## src/rtl/riscv_pkg.sv

```systemverilog
// Shared RISC-V pipeline constants and types.
//   - write-back source select encodings (WB_*)
//   - load/store func3 encodings (F3_*)
//   - memory/write-back stage FSM states (STATE_*)
//   - access_size(): decodes func3 into a byte/half/word access size
package riscv_pkg;

  localparam logic [1:0] WB_ALU = 2'b00;
  localparam logic [1:0] WB_MEM = 2'b01;
  localparam logic [1:0] WB_PC4 = 2'b10;

  localparam logic [2:0] F3_B  = 3'b000;
  localparam logic [2:0] F3_H  = 3'b001;
  localparam logic [2:0] F3_W  = 3'b010;
  localparam logic [2:0] F3_BU = 3'b100;
  localparam logic [2:0] F3_HU = 3'b101;

  typedef enum logic {
    STATE_IDLE = 1'b0,
    STATE_WAIT = 1'b1
  } state_t;

  typedef enum logic [1:0] {
    SZ_BYTE = 2'd0,
    SZ_HALF = 2'd1,
    SZ_WORD = 2'd2
  } size_t;

  // Stores only know SB/SH, everything else is a word. Loads also accept
  // the unsigned byte/half encodings.
  function automatic size_t access_size(input logic [2:0] f3, input logic is_store);
    size_t sz;
    sz = SZ_WORD;
    if (is_store) begin
      case (f3)
        F3_B:    sz = SZ_BYTE;
        F3_H:    sz = SZ_HALF;
        default: sz = SZ_WORD;
      endcase
    end else begin
      case (f3)
        F3_B, F3_BU: sz = SZ_BYTE;
        F3_H, F3_HU: sz = SZ_HALF;
        default:     sz = SZ_WORD;
      endcase
    end
    return sz;
  endfunction

endpackage

```

## src/rtl/lsu_align.sv

```systemverilog
// Load/store lane alignment (purely combinational).
// Ports:
//   st_func3, st_addr_lo, st_is_store, st_data : access being issued
//   st_wdata, st_be                            : lane-replicated store data, byte enables
//   misalign                                   : access size does not fit its address
//   ld_func3, ld_addr_lo, ld_rdata             : captured load info and returned word
//   ld_data                                    : extracted, sign/zero-extended load value
module lsu_align
  import riscv_pkg::*;
(
  input  logic [2:0]  st_func3,
  input  logic [1:0]  st_addr_lo,
  input  logic        st_is_store,
  input  logic [31:0] st_data,
  output logic [31:0] st_wdata,
  output logic [3:0]  st_be,
  output logic        misalign,
  input  logic [2:0]  ld_func3,
  input  logic [1:0]  ld_addr_lo,
  input  logic [31:0] ld_rdata,
  output logic [31:0] ld_data
);

  size_t       st_size;
  logic [7:0]  ld_byte;
  logic [15:0] ld_half;

  always_comb begin
    st_size  = access_size(st_func3, st_is_store);
    misalign = ((st_size == SZ_HALF) && st_addr_lo[0]) ||
               ((st_size == SZ_WORD) && (st_addr_lo != 2'b00));
    // Data is replicated across all lanes so the byte enables alone pick
    // the target bytes in memory.
    case (st_size)
      SZ_BYTE: begin
        st_wdata = {4{st_data[7:0]}};
        st_be    = 4'b0001 << st_addr_lo;
      end
      SZ_HALF: begin
        st_wdata = {2{st_data[15:0]}};
        st_be    = 4'b0011 << {st_addr_lo[1], 1'b0};
      end
      default: begin
        st_wdata = st_data;
        st_be    = 4'b1111;
      end
    endcase
  end

  always_comb begin
    case (ld_addr_lo)
      2'd0:    ld_byte = ld_rdata[7:0];
      2'd1:    ld_byte = ld_rdata[15:8];
      2'd2:    ld_byte = ld_rdata[23:16];
      default: ld_byte = ld_rdata[31:24];
    endcase
    ld_half = ld_addr_lo[1] ? ld_rdata[31:16] : ld_rdata[15:0];
    case (ld_func3)
      F3_B:    ld_data = {{24{ld_byte[7]}}, ld_byte};
      F3_BU:   ld_data = {24'd0, ld_byte};
      F3_H:    ld_data = {{16{ld_half[15]}}, ld_half};
      F3_HU:   ld_data = {16'd0, ld_half};
      default: ld_data = ld_rdata;
    endcase
  end

endmodule

```

## src/rtl/mem_wb_stage.sv

```systemverilog
// Memory-access and writeback stage.
// Takes the EX/MEM fields, runs loads/stores over a req/ack data-memory
// handshake (stalling upstream while outstanding) and produces the
// registered register-file write port.
// Ports:
//   clk, rst (async, active low)
//   i_alu_result, i_store_data, i_pc4, i_func3, i_mem_w_en,
//   i_w_idx, i_wb_sel, i_wb_en        : EX/MEM pipeline fields
//   o_stall                           : hold upstream stages (combinational)
//   o_dmem_req/we/addr/wdata/be       : registered memory request
//   i_dmem_ack, i_dmem_rdata          : memory completion and read data
//   o_misalign                        : one-cycle pulse for a misaligned access
//   o_wr_en, o_wr_idx, o_wr_data      : registered register-file write
module mem_wb_stage
  import riscv_pkg::*;
#(
  parameter int ADDR_W = 32
) (
  input  logic              clk,
  input  logic              rst,
  input  logic [31:0]       i_alu_result,
  input  logic [31:0]       i_store_data,
  input  logic [31:0]       i_pc4,
  input  logic [2:0]        i_func3,
  input  logic              i_mem_w_en,
  input  logic [4:0]        i_w_idx,
  input  logic [1:0]        i_wb_sel,
  input  logic              i_wb_en,
  output logic              o_stall,
  output logic              o_dmem_req,
  output logic              o_dmem_we,
  output logic [ADDR_W-1:0] o_dmem_addr,
  output logic [31:0]       o_dmem_wdata,
  output logic [3:0]        o_dmem_be,
  input  logic              i_dmem_ack,
  input  logic [31:0]       i_dmem_rdata,
  output logic              o_misalign,
  output logic              o_wr_en,
  output logic [4:0]        o_wr_idx,
  output logic [31:0]       o_wr_data
);

  state_t      state_reg;
  logic [4:0]  w_idx_reg;
  logic [2:0]  func3_reg;
  logic [1:0]  addr_lo_reg;
  logic        ld_wen_reg;

  logic        is_load;
  logic        is_store;
  logic        mem_op;
  logic        misalign;
  logic [31:0] st_wdata;
  logic [3:0]  st_be;
  logic [31:0] ld_data;

  assign is_store = i_mem_w_en;
  assign is_load  = (i_wb_sel == WB_MEM) && !i_mem_w_en;
  assign mem_op   = is_load || is_store;

  lsu_align u_lsu_align (
    .st_func3    (i_func3),
    .st_addr_lo  (i_alu_result[1:0]),
    .st_is_store (is_store),
    .st_data     (i_store_data),
    .st_wdata    (st_wdata),
    .st_be       (st_be),
    .misalign    (misalign),
    .ld_func3    (func3_reg),
    .ld_addr_lo  (addr_lo_reg),
    .ld_rdata    (i_dmem_rdata),
    .ld_data     (ld_data)
  );

  // Misaligned accesses are dropped in the decision cycle, so they never stall.
  always_comb begin
    o_stall = 1'b0;
    case (state_reg)
      STATE_IDLE: o_stall = mem_op && !misalign;
      STATE_WAIT: o_stall = !i_dmem_ack;
      default:    o_stall = 1'b0;
    endcase
  end

  always_ff @(posedge clk or negedge rst) begin
    if (!rst) begin
      state_reg    <= STATE_IDLE;
      w_idx_reg    <= 5'd0;
      func3_reg    <= 3'd0;
      addr_lo_reg  <= 2'd0;
      ld_wen_reg   <= 1'b0;
      o_dmem_req   <= 1'b0;
      o_dmem_we    <= 1'b0;
      o_dmem_addr  <= '0;
      o_dmem_wdata <= 32'd0;
      o_dmem_be    <= 4'd0;
      o_misalign   <= 1'b0;
      o_wr_en      <= 1'b0;
      o_wr_idx     <= 5'd0;
      o_wr_data    <= 32'd0;
    end else begin
      o_misalign <= 1'b0;
      case (state_reg)
        STATE_IDLE: begin
          if (mem_op) begin
            o_wr_en <= 1'b0;
            if (misalign) begin
              o_misalign <= 1'b1;
            end else begin
              state_reg    <= STATE_WAIT;
              o_dmem_req   <= 1'b1;
              o_dmem_we    <= is_store;
              o_dmem_addr  <= {i_alu_result[ADDR_W-1:2], 2'b00};
              o_dmem_wdata <= is_store ? st_wdata : 32'd0;
              o_dmem_be    <= is_store ? st_be : 4'b1111;
              w_idx_reg    <= i_w_idx;
              func3_reg    <= i_func3;
              addr_lo_reg  <= i_alu_result[1:0];
              ld_wen_reg   <= is_load && i_wb_en;
            end
          end else begin
            o_wr_en   <= i_wb_en && (i_w_idx != 5'd0);
            o_wr_idx  <= i_w_idx;
            o_wr_data <= (i_wb_sel == WB_PC4) ? i_pc4 : i_alu_result;
          end
        end
        STATE_WAIT: begin
          // Request registers stay untouched until the ack so the memory
          // sees a stable request for the whole access.
          if (i_dmem_ack) begin
            state_reg  <= STATE_IDLE;
            o_dmem_req <= 1'b0;
            o_wr_en    <= ld_wen_reg && (w_idx_reg != 5'd0);
            if (ld_wen_reg) begin
              o_wr_idx  <= w_idx_reg;
              o_wr_data <= ld_data;
            end
          end else begin
            o_wr_en <= 1'b0;
          end
        end
        default: state_reg <= STATE_IDLE;
      endcase
    end
  end

endmodule

```

## config.mk

```make
export PLATFORM = sky130hd
export DESIGN_NAME = mem_wb_stage
export DESIGN_NICKNAME = d
export VERILOG_FILES = /design/src/rtl/riscv_pkg.sv /design/src/rtl/lsu_align.sv /design/src/rtl/mem_wb_stage.sv
export SDC_FILE = /design/constraint.sdc
export NUM_CORES = 1
export LEC_CHECK = 0
export ABC_AREA = 1
export CAP_MARGIN = 0
export CORE_ASPECT_RATIO = 0.8
export CORE_MARGIN = 2
export CORE_UTILIZATION = 25
export DETAILED_ROUTE_END_ITERATION = 6
export PLACE_DENSITY_LB_ADDON = 0.15
export SLEW_MARGIN = 10
export SYNTH_ARGS = -nofsm -noshare
export SYNTH_HDL_FRONTEND = slang
export SYNTH_SLANG_ARGS = --single-unit
```

## constraint.sdc

```tcl
create_clock -name clk -period 2.45 [get_ports clk]
set_input_delay 0.49 -clock clk [delete_from_list [all_inputs] [get_ports clk]]
set_output_delay 0.49 -clock clk [all_outputs]
set_load 0.02 [all_outputs]
```

Word-level counts from Yosys, hierarchy flattened
Cells that the tools add are included.
- equality and inequality tests: 17
- reduce and logical (&&, ||, !) cells: 24
- shifts and indexed selects: 2
- bitwise operators: 2
- multiplexer cells: 34
- operators by type and width (cell ; number):
    2-to-1 mux 32 bit ; 5
    one-hot mux 32 bit (2 select lines) ; 2
    one-hot mux 32 bit (4 select lines) ; 1
    one-hot mux 8 bit (3 select lines) ; 1
    2-to-1 mux 16 bit ; 1
    2-to-1 mux 5 bit ; 3
    equality test 3 bit (second input constant) ; 4
    2-to-1 mux 1 bit ; 11
    one-hot mux 5 bit (2 select lines) ; 1
    nonzero test 5 bit ; 2
    AND reduction 3 bit ; 3
    inequality test 2 bit (second input constant) ; 4
    one-hot mux 1 bit (2 select lines) ; 4
    one-hot mux 2 bit (2 select lines) ; 2
    one-hot mux 4 bit (2 select lines) ; 1
    logical AND 1 bit ; 7
    equality test 2 x 1 -> 1 bit (second input constant) ; 3
    equality test 2 bit (second input constant) ; 3
    equality test 3 x 1 -> 1 bit (second input constant) ; 2
    zero test 3 bit ; 2
    zero test 2 bit ; 2
    2-to-1 mux 4 bit ; 1
    OR reduction 2 bit ; 2
    left shift 1 x 2 -> 4 bit (first input constant) ; 1
    other kinds (7) ; 11
- logic and storage cells: 93
- register bits after elaboration: 119
- output and inout bits: 110
- bits of input ports: 143

Logic depth before layout (Yosys ltp)
- word-level depth: 10
- depth in mapped cells: 9

Cells and area by module
A second synthesis with hierarchy kept.
- cells, all modules: 965
- area total of the unflattened synthesis: 6754.0 µm²
- modules (own cells, without submodules) (module ; times used ; sequential area each (µm²) ; area an instance (µm²) ; cells an instance):
    mem_wb_stage ; 1 ; 2977.9 ; 5455.2 ; 679
    lsu_align ; 1 ; 0.0 ; 1298.7 ; 286

Worst setup path before layout
No wires, ideal clock.
- kind: input -> output
- from: in i_func3[1]
- to: out o_stall
- cell stages on the path: 6
- path slack: 559 ps
- arrival: 1401 ps
- cells stage by stage: inv_1 > nand2_2 > o21ai_1 > nand4_4 > buf_2 > nand2_1
- longest elaborated chain between the ends: 10
- elaborated cells between the ends (all ways): 17
- classes of those cells: eq/ne (5); mux (4); reduce/logical (8)
- RTL lines (element ; RTL line ; RTL):
    from (decl) ; mem_wb_stage.sv:24 ; input logic [2:0] i_func3,
    equality test 3 x 1 -> 1 bit, or another cell as far along ; riscv_pkg.sv:35, riscv_pkg.sv:41 ;
    OR reduction 2 bit ; riscv_pkg.sv:41 ; case (f3)
    one-hot mux 2 bit (2 select lines) ; riscv_pkg.sv:41 ;
    2-to-1 mux 2 bit * ; riscv_pkg.sv:34 ; if (is_store) begin
    equality test 2 x 1 -> 1 bit or equality test 2 bit (tied branches) ; lsu_align.sv:30, lsu_align.sv:31 ;
    logical AND 1 bit, on equally long branches ; lsu_align.sv:30, lsu_align.sv:31 ;
    logical OR 1 bit * ; lsu_align.sv:30 ; misalign = ((st_size == SZ_HALF) && st_addr_lo[0]) ||
    zero test 1 bit * ; mem_wb_stage.sv:79 ; STATE_IDLE: o_stall = mem_op && !misalign;
    logical AND 1 bit * ; mem_wb_stage.sv:79 ;
    one-hot mux 1 bit (2 select lines) * ; mem_wb_stage.sv:78 ; case (state_reg)
    to (decl) ; mem_wb_stage.sv:29 ; output logic o_stall,
Every way passes the cells marked *; elsewhere a longest branch is shown, timed or not.

Final worst setup path
- from: in i_mem_w_en
- to: out o_stall
- longest elaborated chain between the ends: 7
- elaborated cells between the ends (all ways): 12
- classes of those cells: eq/ne (2); mux (2); reduce/logical (8)
- RTL lines (element ; RTL line ; RTL):
    from (decl) ; mem_wb_stage.sv:25 ; input logic i_mem_w_en,
    2-to-1 mux 2 bit ; riscv_pkg.sv:34 ;
    equality test 2 x 1 -> 1 bit or equality test 2 bit (tied branches) ; lsu_align.sv:30, lsu_align.sv:31 ;
    logical AND 1 bit, on equally long branches ; lsu_align.sv:30, lsu_align.sv:31 ;
    logical OR 1 bit ; lsu_align.sv:30 ;
    zero test 1 bit ; mem_wb_stage.sv:79 ;
    logical AND 1 bit * ; mem_wb_stage.sv:79 ;
    one-hot mux 1 bit (2 select lines) * ; mem_wb_stage.sv:78 ;
Marked as above.

==> metrics.yaml <==
skew_ns: 0.0131
clkPwrFrac_pct: 28.0
overflow: 0
drt_first_pass_iters: 4
finalSetupViolCount: 0
crit_buf_inv: 2
wl_per_cell_um: 16.7
dpl_worst_slack_ns: -0.187
via_per_inst: 4.44
cts_buffers: 17
internal-power_w: 0.00572
post-synth-top-count-cell: "nand2_1"
ant_nets: 0
antenna_found_initial: 1
nets: 1291
regToRegEndpoint: "o_wr_data[16]"
cts_max_path_buffers: 2
p_sw_w: 0.00343
core-area_um2: 24600
worst_path_most_repeated_cell: "nand2_1"
status: "finished clean"
place.gp.congestion: 0.874
dieArea_um2: 26500
place_area_um2: 9310
critPathMaxStageDelay_ns: 0.45
num_antenna_cells: 0
ys_types: 29
grt_max_degree: 54
pwr-share-comb_pct: 40.2
finalMaxSlewViolations: 0
rrSetupSlack_ns: 0.30
die_h_um: 146
ys.flop_type: "dfrtp_1"
relSlewSlack_pct: 60.7
syn-instance-count: 886
ios: 253
cts_root_buffer: "clkbuf_16"
yosysSeqAreaShare_pct: 47.2
cts-htree-levels: 4
rows: 51
arrival_ns: 1.84
nFillCells: 2604
grt_pass1_vias: 6538
required_ns: 1.96
power_density_nw_per_um2: 924
die_width_um: 182
fmax_ghz: 0.429
startpoint_type: "input port"
ctsHoldBuffers: 0
fin_util_pct: 40.3
portBuffers: 250
leakagePower_nw: 4.78
finalCriticalPeriod_ns: 2.33
yosysTopAreaCellShare_pct: 47.2
synth-edff-count: 0
clk_latency_ns: 0.42
drcViolationCount: 0
period_share_pct: 95.0
cp_max_fo: 3
cp-end-kind: "primary output"
largestRegisters: "o_dmem_wdata x32, o_wr_data x32, o_dmem_addr x30"
drt_iter0_markers: 395
clk_pin_slew_ns: 0.06
layout-drive-gt1-share_pct: 7.41
timing.hold.ws_ns: 0.00907
reg2reg_depth: 7
grtUsageTotal_pct: 18.7
syn_avg_cell_area_um2: 7.12
yosys.area.top_type: "dfrtp_1"
worstPathCellList: "clkdlybuf4s50_1 -> nand2_1 -> nand2_2 -> o21ai_1 -> nand4_4 -> nand2_1 -> clkdlybuf4s15_1"
hold_path_class: "input port to asynchronous set/reset pin"
yosys_warnings: 0
design_area_um2: 9910
synth_area_leaders: "dfrtp_1, nand2_1, o21ai_0"
synth_common_cells: "nand2_1, dfrtp_1, o21ai_0, nor2_1, inv_1"
synth_seq_cells: 119
slowest_stage: "clkdlybuf4s50_1"
worst_ir_drop_vdd_v: 0.000485
via_count: 6569
power.share.switching_pct: 37.5
path_delay_family: "buffers and inverters"
tightest_slew_ns: 0.589
maxCapViolCount: 0
seqPwrFrac_pct: 31.7
netlist_area_um2: 6310
dp_hpwl_um: 18700
timing.rr.start: "state_reg"
fin_total_pwr_w: 0.00915
cts_tree: "yes"
grt_pass1_wl_um: 38100
postLayoutSetupSlackWorst_ns: 0.122
path_class: "input port to primary output"
finalHoldViolations: 0
drt-total-wl_um: 24600
syn_to_final_growth_pct: 57.1
rsz0062_at_grt: "false"
async_reset_ff_share_pct: 100
cts_sinks: 119
start_util_pct: 25.7
==> area by class of cell <==
type | count | area [um2] | area share (%)
clock inverter | 13 | 144 | 1.45
inverter | 64 | 240 | 2.42
timing repair buffer | 293 | 2890 | 29.2
sequential | 119 | 2980 | 30.0
multi-input combinational | 653 | 2810 | 28.3
clock buffer | 19 | 453 | 4.57
tap | 318 | 398 | 4.01
==> layer usage <==
| layer | vias up | routed length (um) | global-route usage [%] |
|---|---|---|---|
| li1 | 3326 | - | - |
| met1 | 2978 | 12100 | 27.3 |
| met2 | 225 | 10500 | 27.2 |
| met3 | 38 | 1540 | 4.51 |
| met4 | 2 | 529 | 5.93 |
| met5 | - | 13 | 0 |
==> repair_timing <==
action	CTS	global route
resized for setup	1	1
endpoints found under the setup margin	1	1
endpoints found under the hold margin	0	0
buffers inserted	0	0
pin swaps	0	0
==> worst max-delay path by stage <==
stage | from | endpoint | slack [ns] | cells past startpoint
2_1_floorplan | i_func3[1] | o_stall | 0.56 | 6
3_3_place_gp | i_mem_w_en | o_stall | -0.18 | 7
3_5_place_dp | i_mem_w_en | o_stall | -0.19 | 7
4_1_cts | i_mem_w_en | o_stall | 0.08 | 7
5_1_grt | i_mem_w_en | o_stall | 0.007 | 7
6_report | i_mem_w_en | o_stall | 0.12 | 7
==> cell usage in the layout, fill, tap and decap left out, drive strengths merged <==
cell           synthesis  routed
o21bai                 9       9
a31oi                  5       5
clkdlybuf4s15          0       1
a21o                   1       1
nor2                  65      65
buf                   29      44
inv                   63      67
bufinv                 0       2
nand4                  4       4
o22ai                  2       2
clkinvlp               0       4
clkdlybuf4s50          0     248
nor3b                  1       1
nand2                372     372
nand3                 58      58
dfrtp                119     119
a21oi                 56      56
or2                    1       1
conb                   1       2
nor3                   4       4
clkinv                 1       4
clkbuf                22      19
o21ai                 73      73
==> stage by stage <==
| stage | setup TNS, ns | instances |
|---|---|---|
| final | 0 | 1479 |
| after global routing | 0 | 1479 |
| after CTS | 0 | 1479 |
| after detailed placement | -6.18 | 1447 |
| after global placement | -3.82 | 1447 |
| after floorplan | 0 | 887 |
==> cells by family (layout without fill, tap and decap cells) <==
logic type | Yosys count | in the layout | share of synthesized area [%]
other cells | 1 | 2 | 0.0595
compound gates | 146 | 146 | 12.1
simple gates | 505 | 505 | 32.3
flops | 119 | 119 | 47.2
buf+inv | 115 | 389 | 8.35
==> power groups by stage <==
stage	sequential (W)	clock [W]	combinational, W
after floorplan	0.00348	0	0.00124
after global placement	0.00293	0	0.00368
after detailed placement	0.00292	0	0.00371
after CTS	0.00291	0.00264	0.00371
after global routing	0.00298	0.00273	0.00400
final	0.00291	0.00257	0.00368
No activity file was read; power rests on OpenSTA's default activity.
